===== config.mk =====
export PLATFORM = sky130hd
export DESIGN_NAME = load_store_unit
export DESIGN_NICKNAME = d
export VERILOG_FILES = /design/src/rtl/lsu_pkg.sv /design/src/rtl/load_store_unit_lane_align.sv /design/src/rtl/load_store_unit.sv
export SDC_FILE = /design/constraint.sdc
export NUM_CORES = 1
export LEC_CHECK = 0
export ABC_AREA = 1
export BUFFER_PORTS_ARGS = -buffer_cell sky130_fd_sc_hd__buf_2
export CAP_MARGIN = 20
export CORE_MARGIN = 2
export CORE_UTILIZATION = 48
export CTS_BUF_LIST = sky130_fd_sc_hd__clkbuf_4 sky130_fd_sc_hd__clkbuf_8 sky130_fd_sc_hd__clkbuf_16
export DETAILED_ROUTE_END_ITERATION = 10
export HOLD_SLACK_MARGIN = 0.06
export MAX_ROUTING_LAYER = met4
export PLACE_DENSITY = 0.77
export RECOVER_POWER = 100
export SLEW_MARGIN = 20
export SYNTH_ARGS = -nofsm -noshare
export SYNTH_HDL_FRONTEND = slang
export SYNTH_HIERARCHICAL = 1
export SYNTH_SLANG_ARGS = --single-unit

===== constraint.sdc =====
create_clock -name clk -period 2 [get_ports clk]
set_input_delay 0.1 -clock clk [delete_from_list [all_inputs] [get_ports clk]]
set_output_delay 0.1 -clock clk [all_outputs]
set_load 0.03 [all_outputs]

===== src/rtl/lsu_pkg.sv =====
// Shared types and helpers for the load/store unit.
// State encoding, funct3 codes and access checks.
package lsu_pkg;

  typedef enum logic [2:0] {
    IDLE,
    LD_RD,
    LD_CAP,
    ST_RD,
    ST_WR
  } lsu_state_t;

  localparam logic [2:0] F3_B  = 3'b000;
  localparam logic [2:0] F3_H  = 3'b001;
  localparam logic [2:0] F3_W  = 3'b010;
  localparam logic [2:0] F3_BU = 3'b100;
  localparam logic [2:0] F3_HU = 3'b101;

  function automatic logic is_misaligned(
    input logic [2:0] funct3,
    input logic [1:0] lsb
  );
    logic bad;
    bad = 1'b0;
    case (funct3)
      F3_H, F3_HU: bad = lsb[0];
      F3_W:        bad = |lsb;
      default:     bad = 1'b0;
    endcase
    return bad;
  endfunction

  function automatic logic is_legal(
    input logic       we,
    input logic [2:0] funct3
  );
    logic ok;
    ok = 1'b0;
    case (funct3)
      F3_B, F3_H, F3_W: ok = 1'b1;
      F3_BU, F3_HU:     ok = !we;
      default:          ok = 1'b0;
    endcase
    return ok;
  endfunction

endpackage


===== src/rtl/load_store_unit_lane_align.sv =====
// Byte/half lane extraction for loads and lane merge for stores.
// Purely combinational.
module lsu_lane_align
  import lsu_pkg::*;
(
  input  logic [31:0] word,
  input  logic [31:0] wdata,
  input  logic [2:0]  funct3,
  input  logic [1:0]  offset,
  output logic [31:0] ld_data,
  output logic [31:0] st_data
);

  logic [7:0]  b;
  logic [15:0] h;

  always_comb begin
    b = word[{offset, 3'b000} +: 8];
    h = offset[1] ? word[31:16] : word[15:0];
    ld_data = '0;
    unique case (funct3)
      F3_B:    ld_data = {{24{b[7]}}, b};
      F3_H:    ld_data = {{16{h[15]}}, h};
      F3_W:    ld_data = word;
      F3_BU:   ld_data = {24'd0, b};
      F3_HU:   ld_data = {16'd0, h};
      default: ld_data = '0;
    endcase
  end

  // Unaddressed lanes keep the word just read back.
  always_comb begin
    st_data = word;
    unique case (funct3)
      F3_B: st_data[{offset, 3'b000} +: 8] = wdata[7:0];
      F3_H: begin
        if (offset[1]) st_data[31:16] = wdata[15:0];
        else           st_data[15:0]  = wdata[15:0];
      end
      F3_W:    st_data = wdata;
      default: st_data = word;
    endcase
  end

endmodule


===== src/rtl/load_store_unit.sv =====
// Memory-access stage: alignment checks, word-wide memory port,
// load extension and read-modify-write for SB/SH.
module load_store_unit
  import lsu_pkg::*;
#(
  parameter int DM_ADDRESS = 9,
  parameter int DATA_W     = 32
) (
  input  logic                  clk,
  input  logic                  rst_n,
  input  logic                  req_valid,
  output logic                  req_ready,
  input  logic                  req_we,
  input  logic [2:0]            req_funct3,
  input  logic [DM_ADDRESS-1:0] req_addr,
  input  logic [DATA_W-1:0]     req_wdata,
  output logic                  rsp_valid,
  output logic [DATA_W-1:0]     rsp_rdata,
  output logic                  rsp_err,
  output logic [DM_ADDRESS-1:0] mem_addr,
  output logic                  mem_re,
  output logic                  mem_we,
  output logic [DATA_W-1:0]     mem_wdata,
  input  logic [DATA_W-1:0]     mem_rdata
);

  lsu_state_t state, state_nxt;

  logic                  r_we;
  logic [2:0]            r_f3;
  logic [DM_ADDRESS-1:0] r_addr;
  logic [DATA_W-1:0]     r_wdata;

  logic        accept;
  logic        req_bad;
  logic [31:0] ld_data;
  logic [31:0] st_data;

  assign accept  = req_valid & req_ready;
  assign req_bad = !is_legal(req_we, req_funct3)
                 || is_misaligned(req_funct3, req_addr[1:0]);

  lsu_lane_align u_align (
    .word    (mem_rdata),
    .wdata   (r_wdata),
    .funct3  (r_f3),
    .offset  (r_addr[1:0]),
    .ld_data (ld_data),
    .st_data (st_data)
  );

  always_ff @(posedge clk) begin
    if (!rst_n) state <= IDLE;
    else        state <= state_nxt;
  end

  always_comb begin
    state_nxt = state;
    unique case (state)
      IDLE: begin
        if (accept && !req_bad) begin
          unique case (1'b1)
            !req_we:                      state_nxt = LD_RD;
            req_we && req_funct3 == F3_W: state_nxt = ST_WR;
            default:                      state_nxt = ST_RD;
          endcase
        end
      end
      LD_RD:   state_nxt = LD_CAP;
      LD_CAP:  state_nxt = IDLE;
      ST_RD:   state_nxt = ST_WR;
      ST_WR:   state_nxt = IDLE;
      default: state_nxt = IDLE;
    endcase
  end

  always_comb begin
    req_ready = (state == IDLE);
    mem_re    = (state == LD_RD) || (state == ST_RD);
    mem_we    = (state == ST_WR);
    mem_addr  = '0;
    mem_wdata = '0;
    if (mem_re || mem_we)
      mem_addr = {r_addr[DM_ADDRESS-1:2], 2'b00};
    if (mem_we)
      mem_wdata = st_data;
  end

  always_ff @(posedge clk) begin
    if (!rst_n) begin
      r_we    <= 1'b0;
      r_f3    <= '0;
      r_addr  <= '0;
      r_wdata <= '0;
    end else if (accept) begin
      r_we    <= req_we;
      r_f3    <= req_funct3;
      r_addr  <= req_addr;
      r_wdata <= req_wdata;
    end
  end

  // Response is a one-cycle pulse; data is zero unless a load completes.
  always_ff @(posedge clk) begin
    if (!rst_n) begin
      rsp_valid <= 1'b0;
      rsp_err   <= 1'b0;
      rsp_rdata <= '0;
    end else begin
      rsp_valid <= 1'b0;
      rsp_err   <= 1'b0;
      rsp_rdata <= '0;
      if (accept && req_bad) begin
        rsp_valid <= 1'b1;
        rsp_err   <= 1'b1;
      end else if (state == LD_CAP && !r_we) begin
        rsp_valid <= 1'b1;
        rsp_rdata <= ld_data;
      end else if (state == ST_WR) begin
        rsp_valid <= 1'b1;
      end
    end
  end

endmodule


==> results_dict.tcl <==
set metrics [dict create \
    core-area_sq_mm 0.0114 \
    ant_nets 0 \
    cp_max_fo 8 \
    endpoint_kind "primary output" \
    clock.fmax_ghz 0.505 \
    synthTopCellsByArea "dfxtp_1 (29%), nor2_1 (21%), nand2_1 (15%)" \
    period_needed_ps 1980 \
    hold_viol_final 0 \
    antenna_found_initial 0 \
    grt_use_total 0.319 \
    grt_max_degree 48 \
    drive_gt1_frac 0.217 \
    critical_path_class "flop to primary output" \
    final_cell_area_sq_mm 0.00796 \
    async_reset_ff_frac 0 \
    syn_area_sq_mm 0.00562 \
    ys_types 29 \
    dieArea_sq_mm 0.0126 \
    ys.flop_type "dfxtp_1" \
    first_iter_violations 665 \
    rsz0062_at_grt "yes" \
    outcome "finished clean" \
    peakVddDrop_mv 0.608 \
    gp_congestion 0.983 \
    grt_pass1_wl_microns 31400 \
    dr.pass1.iters 6 \
    ios 158 \
    grt_pass1_vias 6417 \
    yosysTopAreaCell "dfxtp_1" \
    die_h_microns 112 \
    drc 0 \
    finClkSkew_ps 6.21 \
    p_leak_nw 3.96 \
    cts.path.max_buffers 2 \
    yosys_warnings 6 \
    synth_top_area_share 0.292 \
    cts_tree "done" \
    cts.sinks 82 \
    ys_seq_area_frac 0.292 \
    die_w_microns 112 \
    num_vias 7028 \
    maxCapViolations 0 \
    powerDensity_mw_per_mm2 653 \
    clock_latency_ps 340 \
    required_ps 1900 \
    vias_per_cell 5.17 \
    synthCells 1013 \
    totalWireLength_microns 20500 \
    mostFrequentLayoutCells "nor2_1 (272), nand2_1 (227), inv_1 (130), buf_2 (86), dfxtp_1 (77)" \
    relSlewSlack 0.399 \
    wl_per_cell_microns 15.0 \
    start_kind "flop" \
    tightest_slew_ps 901 \
    hold_class "primary input to flop" \
    synth_area_per_cell_sq_um 5.55 \
    layout_commonest_cell "nor2_1" \
    htreeDepth 3 \
    post_dp_cell_area_sq_mm 0.00670 \
    overflow 0 \
    numCtsBuffers 9 \
    arrival_ps 1880 \
    finalNetCount 1298 \
    initial_core_util 0.492 \
    period_share 0.989 \
    setup_viol 0 \
    fin_setup_tns_ps 0 \
    port_buffers 155 \
    cts_root_buf "clkbuf_16" \
    diodes 0 \
    ys_ff_latch 82 \
    dp_worst_setup_slack_ps 132 \
    cts.reportedPaths.clkPinSlew_ps 60 \
    finalMaxSlewViolations 0 \
    setup_ws_ps 21.5 \
    area_growth_pct 41.6 \
    synth_edf_count 0 \
    rows 39 \
    hpwl_microns 13300 \
]
[sequential cells by signal (all words and copies together), names as in the netlist]
signal and flops:
r_wdata 32, rsp_rdata 32, r_addr 9, r_f3 3, state 3, r_we 1
rsp_err 1, rsp_valid 1
[worst max-delay path: stages, from the launching register on]
cell     delay [ps]
dfxtp_4         400
inv_8            60
ha_4            300
buf_6           130
nand4_1         130
nand2_1          90
nand2_1          50
nand3_1          60
inv_1            50
nor2_2          120
buf_6           140
[where the power goes]
group,switching [mW],internal (mW),total [mW]
combinational,1.13,0.690,1.82
clock,0.697,0.851,1.55
sequential,0.0984,1.73,1.83
total,1.93,3.27,5.19
[routing by layer]
layer | part of all wire | track usage | wire length, microns | up-vias
li1 | - | - | - | 3454
met1 | 0.40 | 0.395 | 8220 | 3128
met2 | 0.47 | 0.520 | 9640 | 378
met3 | 0.088 | 0.0572 | 1790 | 68
met4 | 0.040 | 0.121 | 817 | 0
met5 | 0 | - | 0 | -
[cell families (layout without fill, tap and decap cells)]
group                      after synthesis  in the layout  share of synthesized area
and+or+nand+nor                        631            631                      0.453
buffers and inverters                  200            403                      0.154
AOI/OAI and AO/OA                       94             94                     0.0899
DFF                                     82             82                      0.292
adders and majority gates                5              5                     0.0111
other                                    1              2                   0.000667
[metrics by stage]
| stage | cells | utilization | hold WS [ps] | power (mW) |
|---|---|---|---|---|
| after floorplan | 1014 | - | 235 | 2.92 |
| after global placement | 1281 | 0.587 | 321 | 3.31 |
| after detailed placement | 1281 | 0.587 | 328 | 3.33 |
| after CTS | 1347 | 0.672 | 68.6 | 5.01 |
| after global routing | 1360 | 0.697 | 79.4 | 5.48 |
| final | 1360 | 0.697 | 83.1 | 5.19 |
[area by class of cell]
type	count	area (sq um)
clock inverter	6	50.0
sequential	82	1650
tap	143	179
timing repair buffer	242	1830
fill	1009	3460
clock buffer	9	225
inverter	146	561
multi-input combinational	732	3470
[final timing paths]
kind              slack, ps  cells past startpoint                     start                       end
setup / recovery         20                     10    r_addr[1]$_SDFFE_PN0P_             mem_wdata[16]
hold / removal           80                      3               req_addr[1]    r_addr[1]$_SDFFE_PN0P_
setup reg to reg        150                      6     state[0]$_SDFFE_PN0P_  r_wdata[16]$_SDFFE_PN0P_
hold reg to reg         500                      2  r_wdata[31]$_SDFFE_PN0P_  r_wdata[31]$_SDFFE_PN0P_
[cell usage after synthesis, types with 3 or more instances]
cell and n:
inv_2 9, buf_2 21, dfxtp_1 82, nor2_1 310
clkbuf_1 15, buf_6 6, nor2_4 3, ha_1 5
o211ai_1 7, nand4_1 9, o21ai_1 30, nand2_1 231
buf_4 11, inv_1 136, o21ai_0 50, nand3_1 69
nand2_2 4, a21oi_1 4
[what timing repair did]
item	CTS	global route
setup endpoints to repair	32	32
buffers inserted	4	9
pin swaps	1	10
endpoints found under the hold margin	46	0
resized for setup	81	58
hold buffers	45	0
gates cloned	2	4
Power figures use the tool's default switching activity.
